### config.mk
export PLATFORM = sky130hd
export DESIGN_NAME = uart_tx_periph
export DESIGN_NICKNAME = d
export VERILOG_FILES = /design/src/rtl/uart_tx_periph.sv
export SDC_FILE = /design/constraint.sdc
export NUM_CORES = 1
export LEC_CHECK = 0
export ABC_AREA = 0
export CAP_MARGIN = 20
export CELL_PAD_IN_SITES_DETAIL_PLACEMENT = 1
export CELL_PAD_IN_SITES_GLOBAL_PLACEMENT = 1
export CORE_ASPECT_RATIO = 1.4
export CORE_UTILIZATION = 31
export DETAILED_ROUTE_END_ITERATION = 16
export MAX_ROUTING_LAYER = met4
export PLACE_DENSITY = 0.77
export SETUP_SLACK_MARGIN = 0.1
export SYNTH_ARGS = -nofsm -noshare
export SYNTH_HDL_FRONTEND = slang
export SYNTH_SLANG_ARGS = --single-unit
### constraint.sdc
create_clock -name clk -period 2.7 [get_ports clk]
set_input_delay 0.54 -clock clk [delete_from_list [all_inputs] [get_ports clk]]
set_output_delay 0.54 -clock clk [all_outputs]
set_load 0.005 [all_outputs]
### src/rtl/uart_tx_periph.sv
// uart_tx_periph: memory-mapped 8N1 UART transmitter with TX FIFO, status register and done interrupt
module uart_tx_periph #(
    parameter int         CLKS_PER_BIT = 16,
    parameter int         FIFO_DEPTH   = 4,
    parameter logic [7:0] BASE_PAGE    = 8'h03
) (
    input  logic        clk,
    input  logic        rst,
    input  logic        we,
    input  logic [31:0] addr,
    input  logic [31:0] wdata,
    output logic [31:0] rdata,
    output logic        tx,
    output logic        irq
);
    localparam int AW = $clog2(FIFO_DEPTH);
    localparam int BW = $clog2(CLKS_PER_BIT);
    localparam logic [1:0] IDLE = 2'd0, START = 2'd1, DATA = 2'd2, STOP = 2'd3;

    logic [1:0]    state;
    logic [BW-1:0] baud;
    logic [2:0]    idx;
    logic [7:0]    shift;
    logic [7:0]    mem [FIFO_DEPTH];
    logic [AW-1:0] wr_ptr, rd_ptr;
    logic [AW:0]   count;
    logic          ovf;
    logic          sel, push, clr, empty, full, busy, baud_last, pop, push_ok;
    logic          unused_bits;

    assign sel       = addr[15:8] == BASE_PAGE;
    assign push      = sel & we & (addr[7:0] == 8'h00);
    assign clr       = sel & we & (addr[7:0] == 8'h04) & wdata[3];
    assign empty     = count == '0;
    assign full      = count == (AW+1)'(FIFO_DEPTH);
    assign busy      = state != IDLE;
    assign irq       = empty & ~busy;
    assign baud_last = baud == BW'(CLKS_PER_BIT - 1);
    // Pops only happen at frame start, including the back-to-back start out of STOP
    assign pop       = ~empty & ((state == IDLE) | ((state == STOP) & baud_last));
    assign push_ok   = push & (~full | pop);
    assign unused_bits = ^{addr[31:16], wdata[31:8]};

    always_comb begin
        rdata = '0;
        if (sel && addr[7:0] == 8'h04) begin
            rdata[3:0]        = {ovf, busy, empty, full};
            rdata[4 +: AW+1]  = count;
        end
    end

    always_ff @(posedge clk)
        if (push_ok) mem[wr_ptr] <= wdata[7:0];

    always_ff @(posedge clk) begin
        if (rst) begin
            wr_ptr <= '0;
            rd_ptr <= '0;
            count  <= '0;
            ovf    <= 1'b0;
        end else begin
            if (push_ok) wr_ptr <= wr_ptr + 1'b1;
            if (pop) rd_ptr <= rd_ptr + 1'b1;
            count <= count + (AW+1)'(push_ok) - (AW+1)'(pop);
            if (push & full & ~pop) ovf <= 1'b1;
            else if (clr) ovf <= 1'b0;
        end
    end

    always_ff @(posedge clk) begin
        if (rst) begin
            state <= IDLE;
            baud  <= '0;
            idx   <= '0;
            shift <= '0;
            tx    <= 1'b1;
        end else begin
            baud <= (state == IDLE || baud_last) ? '0 : baud + 1'b1;
            case (state)
                IDLE: if (pop) begin
                    shift <= mem[rd_ptr];
                    state <= START;
                    tx    <= 1'b0;
                end
                START: if (baud_last) begin
                    state <= DATA;
                    idx   <= '0;
                    tx    <= shift[0];
                end
                DATA: if (baud_last) begin
                    shift <= shift >> 1;
                    idx   <= idx + 1'b1;
                    state <= (idx == 3'd7) ? STOP : DATA;
                    tx    <= (idx == 3'd7) ? 1'b1 : shift[1];
                end
                default: if (baud_last) begin
                    state <= pop ? START : IDLE;
                    tx    <= ~pop;
                    if (pop) shift <= mem[rd_ptr];
                end
            endcase
        end
    end
endmodule

==> metrics.cfg, run 1 <==
[logic_synthesis]
syn_area_mm2=0.00287
synth_top_area_share_pct=33.4
seq_area_frac_synth_pct=52.9
synth_top_cells_by_area=edfxtp_1 (33%), dfxtp_1 (20%), buf_4 (6.5%), mux4_2 (6.3%), ha_1 (5.2%)
synth_edf_count=32
synth_most_common_cell=edfxtp_1
avgSynthCellArea_um2=12.0
yosys-top-cells-count=edfxtp_1 (32), dfxtp_1 (28), buf_4 (25)
synth_seq_cells=60
synth_top_area_cell=edfxtp_1
synth_ff_type=edfxtp_1
async_flop_share_pct=0
yosysUniqueCellTypes=40
synthCells=239
yosys_warnings=0

[clocking]
cts_root_buf=clkbuf_16
cts_inserted_buffers=9
cts_tree=built
clk_latency_ns=0.32
clk_pin_slew_worst_paths_ns=0.05
ctsHoldBuffers=0
cts_sinks=60
clockBufferDepth=2
cts.htree.levels=3

[timing]
period_share_pct=95.0
rsz0062_at_grt=yes
setup_slack_ns=0.136
post-route-min-period_ns=2.56
slew_headroom_pct=64.2
finalHoldViolCount=0
tightestPinTransition_ns=0.537
max_freq_mhz=390
setup_viol=0
slew_viol_final=0
finClkSkew_ns=0.00343

[routing]
wire_per_inst_um=14.9
drt_iter0_markers=68
viasPerCell=4.94
drt_pass1_iterations=4
drt-total-wl_mm=6.08
via_count=2014
drc_errors=0
ant_nets=0

[outcome]
status=finished, final reports clean

[die]
die_x_um=83.4
num_io_pins=101
fp.coreArea_mm2=0.00903
die_h_um=116
rows=41
dieArea_mm2=0.00967
start_util_pct=31.8

[critical_path]
cpMostUsedCell=and3_4
arrival_ns=2.02
cpLargestDelayFamily=simple AND/OR/NAND/NOR gates
end_kind=primary output
worstSetupPathDepth=7
crit_buf_inv=3
critPathSlowestCell=or4_4
crit_fanout=7
critical_path_class=in -> out
crit_chain=clkbuf_2, or4_4, nor4_4, buf_4, and3_4, and3_4, buf_6
cp-start-kind=input pin
rr_worst_depth=11
cp_slowest_stage_delay_ns=0.55
critPathRequiredTime_ns=2.16

[place]
gpl.final_weighted_congestion=0.784
port-buffer-count=35
pre_cts_slack_ns=-0.639
placed_cells=389
dp_hpwl_mm=4.31

[finish]
antenna_cells=0
fin_cells=408
drive_gt1_share_pct=25.9
area_growth_pct=31.4
final_util_pct=41.8
layout.nets=376

[grt]
antenna_found_initial=0
grt_pass1_wl_mm=10.3
track_usage_pct=14.2
grt_pass1_vias=2083
overflow=0
grt_max_degree=17

[power_and_ir_drop]
p_per_area_mw_per_mm2=879
power.total_mw=3.32
leakagePower_nw=1.45
peakVddDrop_uv=444

[worst_hold_path]
holdPathStages=1
hp-class=reg -> reg

[run]
maxCapViolations=0

metal layers:
layer	global-route usage [%]	share of wire, %
met5	-	0
met4	7.59	3.0
met3	2.85	3.3
met2	25.6	55
met1	14.7	39
through the flow:
stage	hold slack, ns	TNS, ns	cell area (µm²)
floorplan	0.418	-0.103	2990
finish	0.453	0	3780
detailed placement	0.440	-19.98	3450
global placement	0.429	-18.20	3450
CTS	0.456	0	3760
global route	0.469	0	3780
cells in the final DEF, fill, tap and decap left out, types with 6 or more instances in the layout:
cell / netlist / final
conb_1: 1 / 25
buf_2: 1 / 8
clkbuf_16: 0 / 9
inv_1: 7 / 6
nor2_1: 18 / 18
buf_4: 25 / 17
o311a_1: 7 / 7
o21ai_0: 9 / 9
a21oi_1: 7 / 7
mux4_2: 8 / 8
edfxtp_1: 32 / 32
clkdlybuf4s50_1: 0 / 20
dfxtp_1: 28 / 28
and2_1: 10 / 7
ha_1: 12 / 11
mux2i_1: 9 / 9
worst reg2reg max path, stage by stage (launching register included):
cell and delay (ns):
dfxtp_1 0.36, ha_1 0.25, a41oi_1 0.23, a31oi_2 0.35, nand3_4 0.10, mux2i_1 0.14
ha_2 0.19, inv_2 0.03, fa_2 0.34, xor2_2 0.15, xnor2_1 0.16, nor2_1 0.06
cells by family (layout without fill, tap and decap cells):
| group | Yosys count | count (layout) | share of synthesized area (%) |
|---|---|---|---|
| and+or+nand+nor | 62 | 62 | 11.7 |
| adders and majority gates | 13 | 13 | 5.92 |
| buffers and inverters | 43 | 81 | 8.92 |
| muxes | 17 | 17 | 9.40 |
| xor gates and xnor gates | 6 | 6 | 1.83 |
| DFF | 60 | 60 | 52.9 |
| AOI/OAI and AO/OA | 37 | 37 | 9.14 |
| other | 1 | 25 | 0.130 |
state kept, by name, summed over array words and instances (netlist names), named ones only:
register and flops:
mem 32, shift 8, count 3, state 2, ovf 1, wr_ptr 2
tx 1, rd_ptr 2, idx 3, baud 4
layout make-up:
class	count	area, µm²
fill	964	5250
sequential	60	1520
multi-input combinational	160	1280
timing repair buffer	58	518
clock buffer	9	225
tap	107	134
clock inverter	7	67.6
inverter	7	26.3
where the power goes:
group | switching [mW] | internal, mW
Sequential | 0.128 | 1.07
Combinational | 0.499 | 0.517
Clock | 0.397 | 0.708
final timing paths:
path | endpoint | startpoint | slack [ns]
max | rdata[0] | addr[11] | 0.14
min | baud[0]$_SDFF_PP0_ | baud[0]$_SDFF_PP0_ | 0.45
max reg2reg | count[2]$_SDFF_PP0_ | baud[0]$_SDFF_PP0_ | 0.23
min reg2reg | baud[0]$_SDFF_PP0_ | baud[0]$_SDFF_PP0_ | 0.45
repair_timing:
item	4_1_cts	5_1_grt
resized for setup	56	10
pin swaps	9	8
setup buffers	2	0
endpoints found under the setup margin	41	8
(Power assumes the default switching activity.)
==> run 2: changes to the inputs <==
==> constraint.sdc (replaced) <==
create_clock -name clk -period 2.7 [get_ports clk]
set_input_delay 0.54 -clock clk [delete_from_list [all_inputs] [get_ports clk]]
set_output_delay 0.54 -clock clk [all_outputs]
set_load 0.01 [all_outputs]
==> run 2 against run 1 <==
Sequential cell count unchanged. First-iteration DRC count decreased by 18%. Die area is the same. Combinational power hardly changed. Via count up 0.15%. Cell count down 0.25%. Sequential share of layout area rose by 0.053 points. Total power increased by 4.7%. Clock power grew 12%. Sequential power is essentially flat. Register-to-register slack worse by 0.02 ns. Highest routed layer unchanged.
==> metrics.cfg, run 2 (synthesis results as in run 1) <==
[grt]
track_usage_pct=14.4  ; +0.17 points
grtUsageMet3_pct=3.35  ; +0.50 points
grt_max_degree=17  ; unchanged
overflow=0  ; unchanged
grt_pass1_vias=2097  ; +0.67%
grt.met2_usage_pct=26.1  ; +0.49 points
grt_pass1_wl_mm=10.2  ; -0.60%
grt_busiest_layer=met2
antenna_found_initial=0  ; unchanged
use_met1_pct=14.3  ; -0.38 points

[place]
port-buffer-count=35  ; unchanged
placedInstanceArea_mm2=0.00344  ; -0.22%
gpl.final_weighted_congestion=0.774  ; -1.3%
placed_cells=388  ; -0.26%
dp_hpwl_mm=4.21  ; -2.3%

[outcome]
status=finished, final reports clean

[die]
start_util_pct=31.8  ; unchanged
fp.coreArea_mm2=0.00903  ; unchanged
die_h_um=116  ; unchanged
dieArea_mm2=0.00967  ; unchanged
die_x_um=83.4  ; unchanged
rows=41  ; unchanged
num_io_pins=101  ; unchanged

[critical_path]
cp-start-kind=input pin
cpMostUsedCell=buf_6
crit_chain=buf_6, or4_4, nor4_4, buf_4, buf_6, nand3_2, mux2i_1, ha_2, inv_2, fa_2, xor2_2, xnor2_1, nor2_1
reg2reg_slack_ns=0.21  ; -0.02 ns
cp_slowest_stage_delay_ns=0.54  ; about the same
crit_start=addr[7]
critPathCapture=count[2]$_SDFF_PP0_
arrival_ns=2.80  ; +0.78 ns
timing.rr.end=count[2]$_SDFF_PP0_
critPathRequiredTime_ns=2.92  ; +0.76 ns
rr_worst_depth=11  ; unchanged
critPathSlowestCell=or4_4
rr_startpoint=baud[0]$_SDFF_PP0_
critical_path_class=in -> reg
end_kind=register
crit_fanout=2  ; -5

[clocking]
clk_latency_ns=0.34  ; +0.02 ns
cts_root_buf=clkbuf_16
clk_pin_slew_worst_paths_ns=0.05  ; about the same
cts_tree=built
cts.htree.levels=3  ; unchanged
cts_sinks=60  ; unchanged
ctsHoldBuffers=0  ; unchanged
clockBufferDepth=2  ; unchanged
cts_inserted_buffers=9  ; unchanged

[routing]
ant_nets=0  ; unchanged
drt_iter0_markers=56  ; -18%
drt_pass1_iterations=4  ; unchanged
drc_errors=0  ; unchanged
via_count=2017  ; +0.15%
drt-total-wl_mm=6.41  ; +5.5%
wire_per_inst_um=15.7  ; +5.8%
viasPerCell=4.96  ; +0.40%

[timing]
finClkSkew_ns=0.00591  ; +0.00249 ns
post-route-min-period_ns=2.58  ; +0.0176 ns
rsz0062_at_grt=yes
slew_viol_final=0  ; unchanged
setup_viol=0  ; unchanged
slew_headroom_pct=63.0  ; -1.2 points
finalHoldViolCount=0  ; unchanged
tightestPinTransition_ns=0.550  ; +0.0137 ns
max_freq_mhz=387  ; -0.68%
period_share_pct=95.6  ; +0.65 points

[finish]
layout.nets=375  ; -0.27%
fin_cells=407  ; -0.25%
top_regs=mem (32), shift (8), baud (4)
top_register=mem
drive_gt1_share_pct=24.3  ; -1.6 points
antenna_cells=0  ; unchanged
layout_commonest_cell=edfxtp_1
fin_area_mm2=0.00377  ; -0.13%
fillers=987  ; +2.4%
largest_reg_flops=32  ; unchanged
area_growth_pct=31.2
final_cell_mix=edfxtp_1 (32), dfxtp_1 (28), conb_1 (25), clkdlybuf4s50_1 (20), nor2_1 (18)

[worst_hold_path]
holdPathStages=1  ; unchanged
hp-class=reg -> reg

[power_and_ir_drop]
p_per_area_mw_per_mm2=922  ; +4.8%
leakagePower_nw=1.45  ; +0.29%
peakVddDrop_uv=636  ; +43%

[run]
maxCapViolations=0  ; unchanged

==> run 2: report_power, final <==
part	total (mW)	switching (mW)	internal, mW
logic	1.05	0.528	0.517
registers	1.20	0.127	1.07
clock network	1.23	0.424	0.807
==> run 2: what timing repair did <==
item | 4_1_cts | 5_1_grt
buffers inserted | 2 | 0
pin swaps | 9 | 5
resized for setup | 56 | 6
setup endpoints to repair | 41 | 3
==> run 2: worst min-delay path by stage <==
| stage | slack (ns) | end | start |
|---|---|---|---|
| final | 0.47 | baud[0]$_SDFF_PP0_ | baud[0]$_SDFF_PP0_ |
| after CTS | 0.47 | baud[0]$_SDFF_PP0_ | baud[0]$_SDFF_PP0_ |
| after global routing | 0.50 | baud[0]$_SDFF_PP0_ | baud[0]$_SDFF_PP0_ |
| after floorplan | 0.42 | baud[0]$_SDFF_PP0_ | baud[0]$_SDFF_PP0_ |
| after detailed placement | 0.46 | baud[0]$_SDFF_PP0_ | baud[0]$_SDFF_PP0_ |
| after global placement | 0.43 | baud[0]$_SDFF_PP0_ | baud[0]$_SDFF_PP0_ |
==> run 2: critical path: cells and delay by family <==
kind / cells / cell delay [ns]
simple gates: 4 / 0.88
fa+ha+maj: 2 / 0.55
buf+inv: 4 / 0.37
xor+xnor: 2 / 0.31
mux: 1 / 0.14
==> run 2: layout make-up <==
| class | count | area, µm² | share of cell area [%] |
|---|---|---|---|
| sequential | 60 | 1520 | 40.3 |
| clock buffer | 10 | 229 | 6.07 |
| clock inverter | 6 | 88.8 | 2.36 |
| inverter | 7 | 26.3 | 0.697 |
| multi-input combinational | 160 | 1250 | 33.3 |
| timing repair buffer | 57 | 517 | 13.7 |
| tap | 107 | 134 | 3.55 |
==> run 2: stage by stage <==
step                      hold WS (ns)  TNS (ns)  setup slack (ns)  total power, mW  utilization (%)
after floorplan                  0.418    -0.103            -0.103             1.89                -
after global placement           0.429    -18.43            -0.649             2.17             38.1
after detailed placement         0.461    -21.15            -0.734             2.22             38.1
after CTS                        0.469         0            0.0650             3.49             41.6
after global routing             0.503         0           0.00968             3.65             41.8
final                            0.467         0             0.119             3.48             41.8
==> run 2: layer usage <==
layer  routed length (µm)  vias to the layer above
li1                     -                      948
met1                 2490                      986
met2                 3510                       70
met3                  254                       13
met4                  148                        0
met5                    0                        -
==> run 3: changes to the inputs <==
--- a/config.mk
+++ b/config.mk
@@ -19,2 +19,3 @@
 export SYNTH_HDL_FRONTEND = slang
 export SYNTH_SLANG_ARGS = --single-unit
+export TNS_END_PERCENT = 100
==> constraint.sdc (replaced) <==
create_clock -name clk -period 2.7 [get_ports clk]
set_input_delay 0.405 -clock clk [delete_from_list [all_inputs] [get_ports clk]]
set_output_delay 0.405 -clock clk [all_outputs]
set_load 0.01 [all_outputs]
==> run 3 against run 2 <==
Cell count unchanged. Design area up 0.93%. Clock skew up 0.0018 ns. Worst setup slack better by 0.036 ns. Highest routed layer unchanged. Critical path depth down 3. Sequential cell count unchanged. First-iteration DRC count up 1.8%. Fmax up 1.4%. Register-to-register slack worse by 0.04 ns. Critical endpoint unchanged.
==> metrics.cfg, run 3 (synthesis results as in run 1) <==
[worst_hold_path]
holdPathStages=1  ; unchanged
hp-class=reg -> reg
hold_path.startpoint=baud[0]$_SDFF_PP0_

[critical_path]
worstSetupPathDepth=10  ; -3
crit_chain=dlygate4sd2_1, or4_4, or4_4, nor3_4, buf_4, nor3_1, fa_2, xor2_2, xnor2_1, nor2_1
critical_path_class=in -> reg
rr_worst_depth=11  ; unchanged
cpMostUsedCell=or4_4
cpLargestDelayFamily=simple AND/OR/NAND/NOR gates
crit_start=addr[1]
cp_slowest_stage_delay_ns=0.55  ; about the same
crit_buf_inv=2  ; -2
crit_fanout=2  ; unchanged
critPathRequiredTime_ns=2.92  ; about the same
cp-start-kind=input pin
rr_startpoint=state[0]$_SDFFE_PP0P_
critPathSlowestCell=or4_4
end_kind=register
arrival_ns=2.77  ; -0.03 ns

[routing]
drt-total-wl_mm=6.35  ; -0.89%
drc_errors=0  ; unchanged
viasPerCell=4.95  ; about the same
drt_iter0_markers=57  ; +1.8%
via_count=2015  ; -0.099%
drt_pass1_iterations=4  ; unchanged
ant_nets=0  ; unchanged
wire_per_inst_um=15.6  ; -0.89%

[die]
rows=41  ; unchanged
dieArea_mm2=0.00967  ; unchanged
die_x_um=83.4  ; unchanged
start_util_pct=31.8  ; unchanged
die_h_um=116  ; unchanged
fp.coreArea_mm2=0.00903  ; unchanged
num_io_pins=101  ; unchanged

[timing]
setup_slack_ns=0.155  ; +0.0358 ns
finClkSkew_ns=0.00772  ; +0.00181 ns
rsz0062_at_grt=yes
slew_viol_final=0  ; unchanged
post-route-min-period_ns=2.55  ; -0.0358 ns
period_share_pct=94.3  ; -1.3 points
tightestPinTransition_ns=0.565  ; +0.0148 ns
finalHoldViolCount=0  ; unchanged
setup_viol=0  ; unchanged
max_freq_mhz=393  ; +1.4%
slew_headroom_pct=62.3  ; -0.73 points

[outcome]
status=finished, final reports clean

[clocking]
clk_pin_slew_worst_paths_ns=0.05  ; about the same
cts_tree=built
cts_inserted_buffers=9  ; unchanged
cts_sinks=60  ; unchanged
cts_root_buf=clkbuf_16
cts.htree.levels=3  ; unchanged
clockBufferDepth=2  ; unchanged
clk_latency_ns=0.34  ; about the same
ctsHoldBuffers=0  ; unchanged

[finish]
layout.nets=375  ; unchanged
drive_gt1_share_pct=22.0  ; -2.3 points
layout_commonest_cell=edfxtp_1
final_cell_mix=edfxtp_1 (32), dfxtp_1 (28), conb_1 (25), clkdlybuf4s50_1 (20), nor2_1 (18)
area_growth_pct=32.4
top_register=mem
fin_cells=407  ; unchanged
antenna_cells=0  ; unchanged
top_regs=mem (32), shift (8), baud (4)
largest_reg_flops=32  ; unchanged

[grt]
overflow=0  ; unchanged
grt_max_degree=17  ; unchanged
grt_pass1_vias=2135  ; +1.8%
track_usage_pct=14.6  ; +0.21 points
antenna_found_initial=0  ; unchanged
grt_pass1_wl_mm=10.4  ; +1.6%

[power_and_ir_drop]
peakVddDrop_uv=560  ; -12%
leakagePower_nw=1.45  ; about the same
p_per_area_mw_per_mm2=889  ; -3.6%

[place]
pre_cts_slack_ns=-0.445  ; +0.289 ns
port-buffer-count=35  ; unchanged
dp_hpwl_mm=4.42  ; +4.9%
gpl.final_weighted_congestion=0.793  ; +2.5%
placed_cells=386  ; -0.52%

[run]
maxCapViolations=0  ; unchanged

[run 3: worst paths after layout]
kind | to | slack (ns)
worst min register to register | baud[0]$_SDFF_PP0_ | 0.45
worst max register to register | count[2]$_SDFF_PP0_ | 0.17
worst max-delay path | count[2]$_SDFF_PP0_ | 0.15
worst min-delay path | baud[0]$_SDFF_PP0_ | 0.45
[run 3: layout make-up]
| cell class | count | area (µm²) |
|---|---|---|
| fillers | 966 | 5220 |
| flip-flops and latches | 60 | 1520 |
| multi-input cells | 160 | 1270 |
| repair buffers | 57 | 553 |
| clock buffers | 9 | 225 |
| well taps | 107 | 134 |
| clock inverters | 7 | 76.3 |
| inverters | 7 | 26.3 |
[run 3: per-stage QoR]
stage          power, mW  util (%)  area, µm²  TNS (ns)  hold slack [ns]
2_1_floorplan       1.89         -       2970         0            0.418
3_3_place_gp        2.16      37.7       3410    -13.34            0.429
3_5_place_dp        2.22      37.7       3410    -14.25            0.444
4_1_cts             3.39      41.6       3760         0            0.455
5_1_grt             3.58      42.2       3810  -0.00946            0.472
6_report            3.38      42.2       3810         0            0.452
[run 3: what timing repair did]
| item | in CTS | in global routing |
|---|---|---|
| pin swaps | 9 | 7 |
| setup endpoints to repair | 41 | 40 |
| endpoints found under the hold margin | 0 | 0 |
| gates resized for setup | 27 | 14 |
| buffers inserted | 3 | 1 |
[run 3: per-layer routing]
metal	GRT usage [%]	up-vias	part of all wire, %
met5	-	-	0
met4	7.70	0	2.4
met3	4.34	12	3.4
met2	26.2	57	56
met1	14.3	994	39
li1	-	952	-
[run 3: power by group]
part | internal (mW) | total (mW) | switching (mW)
clock network | 0.717 | 1.14 | 0.423
logic | 0.521 | 1.04 | 0.519
registers | 1.07 | 1.20 | 0.131
total | 2.31 | 3.38 | 1.07
